--- src/rtl/bas_ctrl_pkg.sv ---
// Shared encodings for the basic-computer control unit: bus select codes,
// ALU operations, opcodes, timing states and register-reference bit positions.
package bas_ctrl_pkg;

  localparam logic [2:0] BUS_NONE = 3'd0;
  localparam logic [2:0] BUS_AR   = 3'd1;
  localparam logic [2:0] BUS_PC   = 3'd2;
  localparam logic [2:0] BUS_DR   = 3'd3;
  localparam logic [2:0] BUS_AC   = 3'd4;
  localparam logic [2:0] BUS_IR   = 3'd5;
  localparam logic [2:0] BUS_TR   = 3'd6;
  localparam logic [2:0] BUS_MEM  = 3'd7;

  localparam logic [2:0] ALU_PASS_DR = 3'd0;
  localparam logic [2:0] ALU_AND     = 3'd1;
  localparam logic [2:0] ALU_ADD     = 3'd2;
  localparam logic [2:0] ALU_CMA     = 3'd3;
  localparam logic [2:0] ALU_CIR     = 3'd4;
  localparam logic [2:0] ALU_CIL     = 3'd5;

  localparam logic [2:0] OP_AND = 3'd0;
  localparam logic [2:0] OP_ADD = 3'd1;
  localparam logic [2:0] OP_LDA = 3'd2;
  localparam logic [2:0] OP_STA = 3'd3;
  localparam logic [2:0] OP_BUN = 3'd4;
  localparam logic [2:0] OP_BSA = 3'd5;
  localparam logic [2:0] OP_ISZ = 3'd6;
  localparam logic [2:0] OP_REG = 3'd7;

  typedef enum logic [2:0] {T0, T1, T2, T3, T4, T5, T6, T7} tstate_e;

  localparam int unsigned RR_CLA = 11;
  localparam int unsigned RR_CLE = 10;
  localparam int unsigned RR_CMA = 9;
  localparam int unsigned RR_CME = 8;
  localparam int unsigned RR_CIR = 7;
  localparam int unsigned RR_CIL = 6;
  localparam int unsigned RR_INC = 5;
  localparam int unsigned RR_SPA = 4;
  localparam int unsigned RR_SNA = 3;
  localparam int unsigned RR_SZA = 2;
  localparam int unsigned RR_SZE = 1;
  localparam int unsigned RR_HLT = 0;

  // All selected skip conditions collapse into one PC increment.
  function automatic logic rr_skip(input logic [11:0] rr, input logic ac_msb,
                                   input logic ac_zero, input logic e_flag);
    return (rr[RR_SPA] & ~ac_msb) | (rr[RR_SNA] & ac_msb) |
           (rr[RR_SZA] & ac_zero) | (rr[RR_SZE] & ~e_flag);
  endfunction

endpackage

--- src/rtl/seq_counter.sv ---
// 3-bit timing sequence counter; clear has priority over increment.
module seq_counter (
  input  logic       CLK,
  input  logic       RST,
  input  logic       clr_i,
  input  logic       inc_i,
  output logic [2:0] cnt_o
);

  logic [2:0] cnt_q, cnt_d;

  // Next count.
  always_comb begin
    cnt_d = cnt_q;
    if (clr_i) begin
      cnt_d = 3'd0;
    end else if (inc_i) begin
      cnt_d = cnt_q + 3'd1;
    end else begin
      cnt_d = cnt_q;
    end
  end

  // Counter register.
  always_ff @(posedge CLK or posedge RST) begin
    if (RST) begin
      cnt_q <= 3'd0;
    end else begin
      cnt_q <= cnt_d;
    end
  end

  assign cnt_o = cnt_q;

endmodule

--- src/rtl/basic_control_unit.sv ---
// Timing and control unit of the basic computer: sequences fetch, decode,
// indirect and execute phases and drives the datapath strobes combinationally.
module basic_control_unit
  import bas_ctrl_pkg::*;
#(
  parameter int DATA_W = 16,
  parameter int ADDR_W = 12
) (
  input  logic              CLK,
  input  logic              RST,
  input  logic              start,
  input  logic [DATA_W-1:0] ir_data,
  input  logic              ac_msb,
  input  logic              ac_zero,
  input  logic              e_flag,
  input  logic              dr_zero,
  output logic [2:0]        buscode,
  output logic              ar_ld,
  output logic              ar_inc,
  output logic              pc_ld,
  output logic              pc_inc,
  output logic              dr_ld,
  output logic              dr_inc,
  output logic              ac_ld,
  output logic              ac_inc,
  output logic              ac_clr,
  output logic              ir_ld,
  output logic              mem_wr,
  output logic [2:0]        alu_op,
  output logic              e_clr,
  output logic              e_cmp,
  output logic [2:0]        sc,
  output logic              running
);

  logic              s_q, s_d, i_q, i_d;
  logic [2:0]        d_q, d_d;
  logic              sc_clr_s, sc_inc_s;
  logic [ADDR_W-1:0] rr_s;
  tstate_e           t_s;

  assign rr_s    = ir_data[ADDR_W-1:0];
  assign t_s     = tstate_e'(sc);
  assign running = s_q;

  seq_counter u_seq_counter (
    .CLK   (CLK),
    .RST   (RST),
    .clr_i (sc_clr_s),
    .inc_i (sc_inc_s),
    .cnt_o (sc)
  );

  // Control flags.
  always_ff @(posedge CLK or posedge RST) begin
    if (RST) begin
      s_q <= 1'b0;
      i_q <= 1'b0;
      d_q <= 3'd0;
    end else begin
      s_q <= s_d;
      i_q <= i_d;
      d_q <= d_d;
    end
  end

  // Decode of timing state and opcode into strobes and flag updates.
  always_comb begin
    buscode = BUS_NONE;
    alu_op  = ALU_PASS_DR;
    {ar_ld, ar_inc, pc_ld, pc_inc, dr_ld, dr_inc} = 6'b0;
    {ac_ld, ac_inc, ac_clr, ir_ld, mem_wr, e_clr, e_cmp} = 7'b0;
    sc_clr_s = 1'b0;
    sc_inc_s = s_q;
    s_d = s_q;
    i_d = i_q;
    d_d = d_q;
    if (!s_q) begin
      // Halted: SC stays at 0 and the next running cycle is T0.
      if (start) begin
        s_d = 1'b1;
      end else begin
        s_d = 1'b0;
      end
    end else begin
      case (t_s)
        T0: begin
          buscode = BUS_PC;
          ar_ld   = 1'b1;
        end
        T1: begin
          buscode = BUS_MEM;
          ir_ld   = 1'b1;
          pc_inc  = 1'b1;
        end
        T2: begin
          buscode = BUS_IR;
          ar_ld   = 1'b1;
          i_d     = ir_data[DATA_W-1];
          d_d     = ir_data[DATA_W-2:DATA_W-4];
        end
        T3: begin
          if (d_q == OP_REG) begin
            sc_clr_s = 1'b1;
            if (!i_q) begin
              ac_clr = rr_s[RR_CLA];
              e_clr  = rr_s[RR_CLE];
              e_cmp  = rr_s[RR_CME];
              ac_inc = rr_s[RR_INC];
              pc_inc = rr_skip(rr_s, ac_msb, ac_zero, e_flag);
              if (rr_s[RR_CMA]) begin
                alu_op = ALU_CMA;
                ac_ld  = 1'b1;
              end else if (rr_s[RR_CIR]) begin
                alu_op = ALU_CIR;
                ac_ld  = 1'b1;
              end else if (rr_s[RR_CIL]) begin
                alu_op = ALU_CIL;
                ac_ld  = 1'b1;
              end else begin
                alu_op = ALU_PASS_DR;
              end
              if (rr_s[RR_HLT]) begin
                s_d = 1'b0;
              end else begin
                s_d = s_q;
              end
            end else begin
              sc_clr_s = 1'b1;
            end
          end else if (i_q) begin
            buscode = BUS_MEM;
            ar_ld   = 1'b1;
          end else begin
            buscode = BUS_NONE;
          end
        end
        T4: begin
          case (d_q)
            OP_AND, OP_ADD, OP_LDA, OP_ISZ: begin
              buscode = BUS_MEM;
              dr_ld   = 1'b1;
            end
            OP_STA: begin
              buscode  = BUS_AC;
              mem_wr   = 1'b1;
              sc_clr_s = 1'b1;
            end
            OP_BUN: begin
              buscode  = BUS_AR;
              pc_ld    = 1'b1;
              sc_clr_s = 1'b1;
            end
            OP_BSA: begin
              buscode = BUS_PC;
              mem_wr  = 1'b1;
              ar_inc  = 1'b1;
            end
            default: sc_clr_s = 1'b1;
          endcase
        end
        T5: begin
          case (d_q)
            OP_AND: begin
              alu_op = ALU_AND; ac_ld = 1'b1; sc_clr_s = 1'b1;
            end
            OP_ADD: begin
              alu_op = ALU_ADD; ac_ld = 1'b1; sc_clr_s = 1'b1;
            end
            OP_LDA: begin
              alu_op = ALU_PASS_DR; ac_ld = 1'b1; sc_clr_s = 1'b1;
            end
            OP_BSA: begin
              buscode = BUS_AR; pc_ld = 1'b1; sc_clr_s = 1'b1;
            end
            OP_ISZ: dr_inc = 1'b1;
            default: sc_clr_s = 1'b1;
          endcase
        end
        T6: begin
          sc_clr_s = 1'b1;
          if (d_q == OP_ISZ) begin
            buscode = BUS_DR;
            mem_wr  = 1'b1;
            pc_inc  = dr_zero;
          end else begin
            buscode = BUS_NONE;
          end
        end
        default: sc_clr_s = 1'b1;
      endcase
    end
  end

endmodule

--- config.mk ---
export PLATFORM = sky130hd
export DESIGN_NAME = basic_control_unit
export DESIGN_NICKNAME = d
export VERILOG_FILES = /design/src/rtl/bas_ctrl_pkg.sv /design/src/rtl/seq_counter.sv /design/src/rtl/basic_control_unit.sv
export SDC_FILE = /design/constraint.sdc
export NUM_CORES = 1
export LEC_CHECK = 0
export ABC_CLOCK_PERIOD_IN_PS = 2300
export CORE_MARGIN = 2
export CORE_UTILIZATION = 40
export DETAILED_ROUTE_END_ITERATION = 8
export PLACE_DENSITY = 0.8
export SLEW_MARGIN = 30
export SYNTH_ARGS = -nofsm -noshare
export SYNTH_HDL_FRONTEND = slang
export SYNTH_HIERARCHICAL = 1
export SYNTH_SLANG_ARGS = --single-unit
--- constraint.sdc ---
create_clock -name CLK -period 2.3 [get_ports CLK]
set_input_delay 0.46 -clock CLK [delete_from_list [all_inputs] [get_ports CLK]]
set_output_delay 0.46 -clock CLK [all_outputs]
set_load 0.005 [all_outputs]
# Yosys cells after proc, flatten, opt, wreduce, memory -nomap -nowiden

Cells that the tools add are included.
W data, S select, Z words.

Shifts and indexed selects: 0
Divide/modulo/power cells: 0
$add $sub $neg: 1
$mul: 0
Equality and inequality tests: 13
$lt $le $gt $ge: 0
Reduce and logical (&&, ||, !) cells: 10
Muxes and demuxes: 78
Bitwise logic cells: 9

Operator list:

| kind                  | count |
|---|---|
| $mux W1               | 56 |
| $mux W3               | 11 |
| $eq A3 B3 Y1 const B  | 7 |
| $pmux W3 S7           | 1 |
| $eq A3 B2 Y1 const B  | 4 |
| $pmux W3 S4           | 1 |
| $pmux W1 S2           | 4 |
| $eq A3 B1 Y1 const B  | 2 |
| $logic_not A3 Y1      | 2 |
| $pmux W3 S2           | 1 |
| $reduce_or A3 Y1      | 2 |
| $reduce_or A5 Y1      | 1 |
| $and A1 B1 Y1         | 4 |
| $pmux W1 S4           | 1 |
| $pmux W2 S2           | 1 |
| $reduce_or A2 Y1      | 2 |
| $reduce_or A4 Y1      | 1 |
| $add A3 B1 Y3 const B | 1 |
| $or A1 B1 Y1          | 3 |
| $pmux W1 S3           | 1 |
| $mux W2               | 1 |
| $not A1 Y1            | 2 |
| $reduce_and A2 Y1     | 1 |
| $reduce_bool A2 Y1    | 1 |

Bits in writable memories: 0
Latch bits: 0
Logic and storage cells: 115
Bits in read-only memories: 0
Output and inout bits: 23
Register bits after elaboration: 8
Memories: 0
Bits of input ports: 23

# Logic depth before layout (Yosys ltp)

Gate-level depths: netlist of run 1.

Depth in word-level cells: 9
Gate-level depth with buffers: 6
Gate-level depth less buffers: 5

# By module

The synthesis of run 1 kept the hierarchy.

Modules (own cells, without submodules):

| module             | cells each | area each (um2) | instances | seq. area each (um2) |
|---|---|---|---|---|
| basic_control_unit | 109        | 769.5           | 1         | 125.1 |
| seq_counter        | 12         | 140.1           | 1         | 75.1 |

# Worst setup path before layout of run 1

Ideal clock, no wire load.

Path type: reg-to-output
Start point: reg u_seq_counter.cnt_q[2], in the netlist u_seq_counter/cnt_o[2]
End point: out pc_inc
Stages on the path, launching flop included: 5
Data required time: 1840 ps
Slack: 535 ps
Data arrival time: 1305 ps
Cell sequence: dfrtp_1 nand2b_1 nor4b_4 a21boi_1 o21ai_0

Cells in the longest elaborated chain, start to end: 3
Elaborated cells between the ends (all ways): 5

RTL lines:

| item                                       | line                     | source |
|---|---|---|
| start: declaration                         | seq_counter.sv:10        | `logic [2:0] cnt_q, cnt_d;` |
| start signal: assignment                   | seq_counter.sv:29        | `cnt_q <= cnt_d;` |
| $eq A3 B3 Y1, or another cell as far along | basic_control_unit.sv:86 | `case (t_s)` |
| $pmux W1 S3 (*)                            | basic_control_unit.sv:86 |  |
| $mux W1 (*)                                | basic_control_unit.sv:78 | `if (!s_q) begin` |
| end: declaration                           | basic_control_unit.sv:21 | `output logic pc_inc,` |

Every way passes the cells marked *; elsewhere a longest branch is shown, timed or not.

# Worst setup path after layout of run 1

Start point: reg u_seq_counter.cnt_q[1], in the netlist u_seq_counter/cnt_o[1]
End point: out alu_op[0]

Cells in the longest elaborated chain, start to end: 3
Elaborated cells between the ends (all ways): 4

RTL lines:

| item                                         | line                     | source |
|---|---|---|
| $eq A3 B3 Y1 or $eq A3 B2 Y1 (tied branches) | basic_control_unit.sv:86 |  |
| $pmux W3 S2 (*)                              | basic_control_unit.sv:86 |  |
| $mux W3 (*)                                  | basic_control_unit.sv:78 |  |
| end: declaration                             | basic_control_unit.sv:29 | `output logic [2:0] alu_op,` |

Marked as above.

==> results.ini, run 1 <==
[sta]
report.final.hold_viol_count = 0
relSlewSlack_pct = 74.7
max_freq_mhz = 446
period_share_pct = 97.5
holdWs_ps = 401
finClkSkew_ps = 1.09
fin_ws_ps = 57.2
setup-violations-final = 0
slew_violations = 0
tightest_slew_ps = 378
period_needed_ps = 2240
fin_tns_setup_ps = 0

[clocking]
h-tree-depth = 1
numCtsBuffers = 3
cts_tree = yes
clk_pin_slew_ps = 50
clock_latency_ps = 240
cts_hold_buf = 0
clockBufferDepth = 2
clock-sinks = 8
clock-root-buffer = clkbuf_4

[die]
initial_utilization_pct = 41.5
die_w_um = 51.7
rows = 17
die_h_um = 51.7
dieArea_um2 = 2670
boundaryPins = 46
coreArea_um2 = 2190

[critical_path]
crit_path_end_kind = primary output
startpoint_type = register
slowest_stage = dfrtp_2
crit_required_ps = 1840
cp.arrival_ps = 1780
cp_common_cell = buf_4
crit_chain = buf_4 -> nand2b_4 -> nor4b_4 -> buf_4 -> o21ai_1 -> a21oi_1 -> dlygate4sd2_1
critPathTopFamily = buffers and inverters
crit_type = reg2out
cpPeakStageDelay_ps = 400
cp_max_fo = 3
crit_buf_inv = 3

[cells_and_area]
num_antenna_cells = 0
final_nets = 214
drive_gt1_share_pct = 29.3
final_common_cell = clkdlybuf4s50_1
final_cell_area_um2 = 1700
syn2layout_area_growth_pct = 86.5
layout_common_cells = clkdlybuf4s50_1 (28), buf_4 (23), nand2_1 (13)
fin_util_pct = 77.4
fill_cells = 160

[flow_run]
maxCapViolCount = 0

[yosys]
synth_enable_flop_cells = 0
async_reset_ff_share_pct = 100
yosys_warnings = 6
ys_types = 41
syn-instance-count = 121
synth_seq_cells = 8
syn_area_per_cell_um2 = 7.52
syn_area_um2 = 910
yosys_most_used_dff = dfrtp_1
ys_seq_area_share_pct = 22.0
synth_nets = 145

[hold_path]
hold_path_class = in2async

[route]
vias_per_cell = 5.30
drcViolationCount = 0
vias = 1144
routedWlPerCell_um = 14.6
drt-initial-drc-count = 38
ant_nets = 0
firstDrtPassIters = 4
wirelength_um = 3150

[placement]
port_buffers = 45
post-place-ws_ps = -32.9
place_area_um2 = 1470
dp_hpwl_um = 2090
place_congestion = 0.818

[grt]
overflow = 0
first_global_vias = 980
grtUsageTotal_pct = 22.0
grt_pass1_wl_um = 4400
grt_max_degree = 15
grt_antenna_before_repair = 0

[power]
ir_drop_uv = 855
p_per_area_nw_per_um2 = 1110
leakagePower_nw = 0.848

[outcome]
status = completed

-- Yosys cell counts, types with 2 or more instances --
| master | n | area [µm²] |
|---|---|---|
| inv_1 | 4 | 15.0 |
| nor4bb_1 | 2 | 20.0 |
| mux2i_1 | 2 | 20.0 |
| mux2_2 | 3 | 33.8 |
| nand3b_1 | 2 | 15.0 |
| nand4b_1 | 2 | 17.5 |
| nand2b_1 | 6 | 37.5 |
| clkbuf_1 | 3 | 11.3 |
| o21a_1 | 3 | 22.5 |
| nand3_1 | 4 | 20.0 |
| nor3_1 | 4 | 20.0 |
| nor2_1 | 11 | 41.3 |
| nor2b_1 | 4 | 25.0 |
| nand2_1 | 13 | 48.8 |
| nor4b_1 | 2 | 17.5 |
| nor3b_1 | 2 | 15.0 |
| a22oi_1 | 2 | 15.0 |
| dfrtp_1 | 8 | 200 |
| buf_2 | 6 | 30.0 |
| o21ai_0 | 5 | 25.0 |
| o22ai_1 | 2 | 12.5 |
| a21oi_1 | 7 | 35.0 |
| and2_1 | 5 | 31.3 |
| xnor2_1 | 2 | 17.5 |
-- registers in the layout, summed over array words and instances (netlist names) --
signal / flops
d_q: 3
u_seq_counter/cnt_o: 3
i_q: 1
running: 1
-- cell families (layout without fill, tap and decap cells) --
group,Yosys count,after routing,synth area share [%]
adders and majority gates,1,1,1.38
AOI/OAI and AO/OA,28,28,19.8
and+or+nand+nor,63,63,41.8
buffers and inverters,13,80,6.19
DFF,8,8,22.0
muxes,5,5,5.91
xor gates and xnor gates,3,3,2.89
-- power by group --
part           leakage (nW)  internal, mW  switching [mW]
Sequential           0.0888         0.213          0.0966
Clock                0.0138        0.0591          0.0397
Combinational         0.745         0.798           0.677
Total                 0.848          1.07           0.813
-- final cells by class --
cell class | instances | area [µm²] | area share (%)
inverters | 4 | 15.0 | 0.885
well taps | 28 | 35.0 | 2.06
flip-flops and latches | 8 | 206 | 12.2
clock buffers | 3 | 22.5 | 1.33
multi-input cells | 100 | 727 | 42.8
repair buffers | 73 | 691 | 40.7
-- stage by stage --
step / instances / power [mW]
2_1_floorplan: 121 / 0.997
3_3_place_gp: 199 / 1.49
3_5_place_dp: 199 / 1.53
4_1_cts: 209 / 1.75
5_1_grt: 216 / 2.03
6_report: 216 / 1.88
-- layer usage --
layer / vias to the layer above / track usage, % / share of wire, % / wire length (µm)
li1: 564 / - / - / -
met1: 532 / 26.0 / 39 / 1220
met2: 44 / 40.0 / 56 / 1770
met3: 4 / 2.59 / 4.4 / 140
met4: 0 / 8.77 / 0.86 / 27
met5: - / 0 / 0 / 0
-- worst register-to-register path: cells and delay by family, from the launching register on --
kind                   cells  cell delay, ps
AND/OR/NAND/NOR            1             110
buffers and inverters      3             430
AO/OA/AOI/OAI              3             700
flip-flops                 1             400
-- timing repair --
| item | in CTS | in global routing |
|---|---|---|
| pin swaps | 6 | 3 |
| endpoints found under the hold margin | 0 | 0 |
| endpoints found under the setup margin | 16 | 12 |
| gates resized for setup | 21 | 24 |
| buffers inserted | 7 | 7 |
| gates cloned | 0 | 0 |
-- worst paths after layout --
check | end | slack [ps] | cells after the start | startpoint
max | alu_op[0] | 60 | 7 | u_seq_counter/cnt_o[1]$_DFFE_PP0P_
min | u_seq_counter/cnt_o[2]$_DFFE_PP0P_ | 400 | 2 | RST
max reg2reg | u_seq_counter/cnt_o[2]$_DFFE_PP0P_ | 560 | 7 | d_q[0]$_DFFE_PP0P_
min reg2reg | running$_DFF_PP0_ | 520 | 1 | running$_DFF_PP0_
max in group asynchronous | running$_DFF_PP0_ | 1680 | 2 | RST
min in group CLK | running$_DFF_PP0_ | 520 | 1 | running$_DFF_PP0_
Power figures use the tool's default switching activity.
==> run 2, diff against run 1 <==
--- a/config.mk
+++ b/config.mk
@@ -8,6 +8,7 @@
 export ABC_CLOCK_PERIOD_IN_PS = 2300
 export CORE_MARGIN = 2
 export CORE_UTILIZATION = 40
+export CTS_BUF_LIST = sky130_fd_sc_hd__clkbuf_16
 export DETAILED_ROUTE_END_ITERATION = 8
 export PLACE_DENSITY = 0.8
 export SLEW_MARGIN = 30
==> run 2 against run 1 <==
  * Global-route usage grew 1.5 points
  * Register-to-register slack gained 90 ps
  * Wire length grew 0.92%
  * Die area is the same
  * Clock skew shrank 0.97 ps
  * Clock power grew to 2.9 times the previous value
  * Flip-flop and latch count is the same
  * Sequential share of layout area shrank 0.29 points
  * Non-clock buffer count is the same
  * Utilization grew 1.9 points
  * Worst setup slack gained 7.8 ps
  * Critical endpoint is now alu_op[1]
==> results.ini, run 2 (synthesis gave the netlist of run 1 again) <==
[sta]
fin_ws_ps = 65.0
max_freq_mhz = 447
finClkSkew_ps = 0.122
setup-violations-final = 0
period_share_pct = 97.2
tightest_slew_ps = 400
grt_setup_unrepaired = no
report.final.hold_viol_count = 0
slew_violations = 0
relSlewSlack_pct = 73.2
holdWs_ps = 418
period_needed_ps = 2240

[critical_path]
crit_required_ps = 1840
rrSetupSlack_ps = 650
cp.arrival_ps = 1780
crit_type = reg2out
startpoint_type = register
reg2reg_depth = 7
rr_startpoint = d_q[1]$_DFFE_PP0P_
crit_path_end_kind = primary output
cp_max_fo = 4
r2r-end = u_seq_counter/cnt_o[2]$_DFFE_PP0P_

[die]
rows = 17
die_w_um = 51.7
dieArea_um2 = 2670
coreArea_um2 = 2190
initial_utilization_pct = 41.5
die_h_um = 51.7
boundaryPins = 46

[power]
p_per_area_nw_per_um2 = 1190
ir_drop_uv = 1100
p_total_mw = 2.08
leakagePower_nw = 0.865

[cells_and_area]
final_nets = 214
fin_util_pct = 79.3
drive_gt1_share_pct = 28.2
layout_common_cells = clkdlybuf4s50_1 (29), buf_4 (23), nand2_1 (13)
final_common_cell = clkdlybuf4s50_1
num_antenna_cells = 0
final_cell_area_um2 = 1740
syn2layout_area_growth_pct = 91.1

[clocking]
h-tree-depth = 1
clockBufferDepth = 2
clock-sinks = 8
clock-root-buffer = clkbuf_16
clk_pin_slew_ps = 30
numCtsBuffers = 3
cts_hold_buf = 0
cts_tree = yes
clock_latency_ps = 230

[placement]
port_buffers = 45
dp_hpwl_um = 2090
place_congestion = 0.818
post-place-ws_ps = -32.9
place_area_um2 = 1470

[outcome]
status = completed

[flow_run]
maxCapViolCount = 0

[grt]
grt_antenna_before_repair = 0
grtUsageTotal_pct = 23.4
first_global_vias = 1015
overflow = 0
grt_pass1_wl_um = 4620
grt_max_degree = 14

[route]
wirelength_um = 3180
drcViolationCount = 0
vias_per_cell = 5.31
ant_nets = 0
routedWlPerCell_um = 14.7
vias = 1148
drt-initial-drc-count = 26
firstDrtPassIters = 4

[hold_path]
hold_path_class = in2async

==> run 2: cell count changes in the layout (fill, tap and decap cells not counted), moves of 2 or more <==
| cell | previous run | this run |
|---|---|---|
| clkbuf_4 | 3 | 0 |
| nor4b_1 | 0 | 2 |
| clkbuf_16 | 0 | 3 |
| nor4b_2 | 2 | 0 |
==> run 2: power breakdown <==
group / internal (mW) / switching (mW) / total [mW]
clock network: 0.223 / 0.0618 / 0.285
registers: 0.213 / 0.0936 / 0.307
logic: 0.810 / 0.674 / 1.48
total: 1.25 / 0.829 / 2.08
==> run 2: how the worst max path moves through the flow <==
stage | start | to | cells after the start
finish | u_seq_counter/cnt_o[1]$_DFFE_PP0P_ | alu_op[1] | 7
global route | u_seq_counter/cnt_o[1]$_DFFE_PP0P_ | alu_op[1] | 7
CTS | u_seq_counter/cnt_o[2]$_DFFE_PP0P_ | ac_ld | 5
detailed placement | ac_msb | pc_inc | 6
global placement | ac_msb | pc_inc | 6
floorplan | u_seq_counter/cnt_o[2]$_DFFE_PP0P_ | pc_inc | 4
==> run 2: routing by layer <==
metal,GRT usage [%],vias up,routed length [µm]
li1,-,565,-
met1,26.8,528,1210
met2,42.5,48,1740
met3,3.45,7,167
met4,11.0,0,57
met5,0,-,0
==> run 2: through the flow <==
stage	std cells	setup TNS (ps)
floorplan	121	0
global placement	199	-21.4
detailed placement	199	-46.7
CTS	210	-625
global route	216	0
finish	216	0
==> run 2: what timing repair did <==
action / in CTS / in global routing
endpoints found under the setup margin: 15 / 10
resized for setup: 20 / 23
setup buffers: 8 / 6
pin swaps: 5 / 2
==> run 2: layout make-up <==
type	count	area, µm²
multi-input cells	100	718
repair buffers	73	688
fillers	160	453
flip-flops and latches	8	206
clock buffers	3	75.1
well taps	28	35.0
inverters	4	15.0
==> run 2: worst max-delay path, cell delays in order (launching register included) <==
cell,delay [ps]
dfrtp_2,400
buf_4,130
nand2b_4,60
nor4b_4,390
buf_4,180
a22oi_1,60
nor2_1,90
dlygate4sd2_1,240
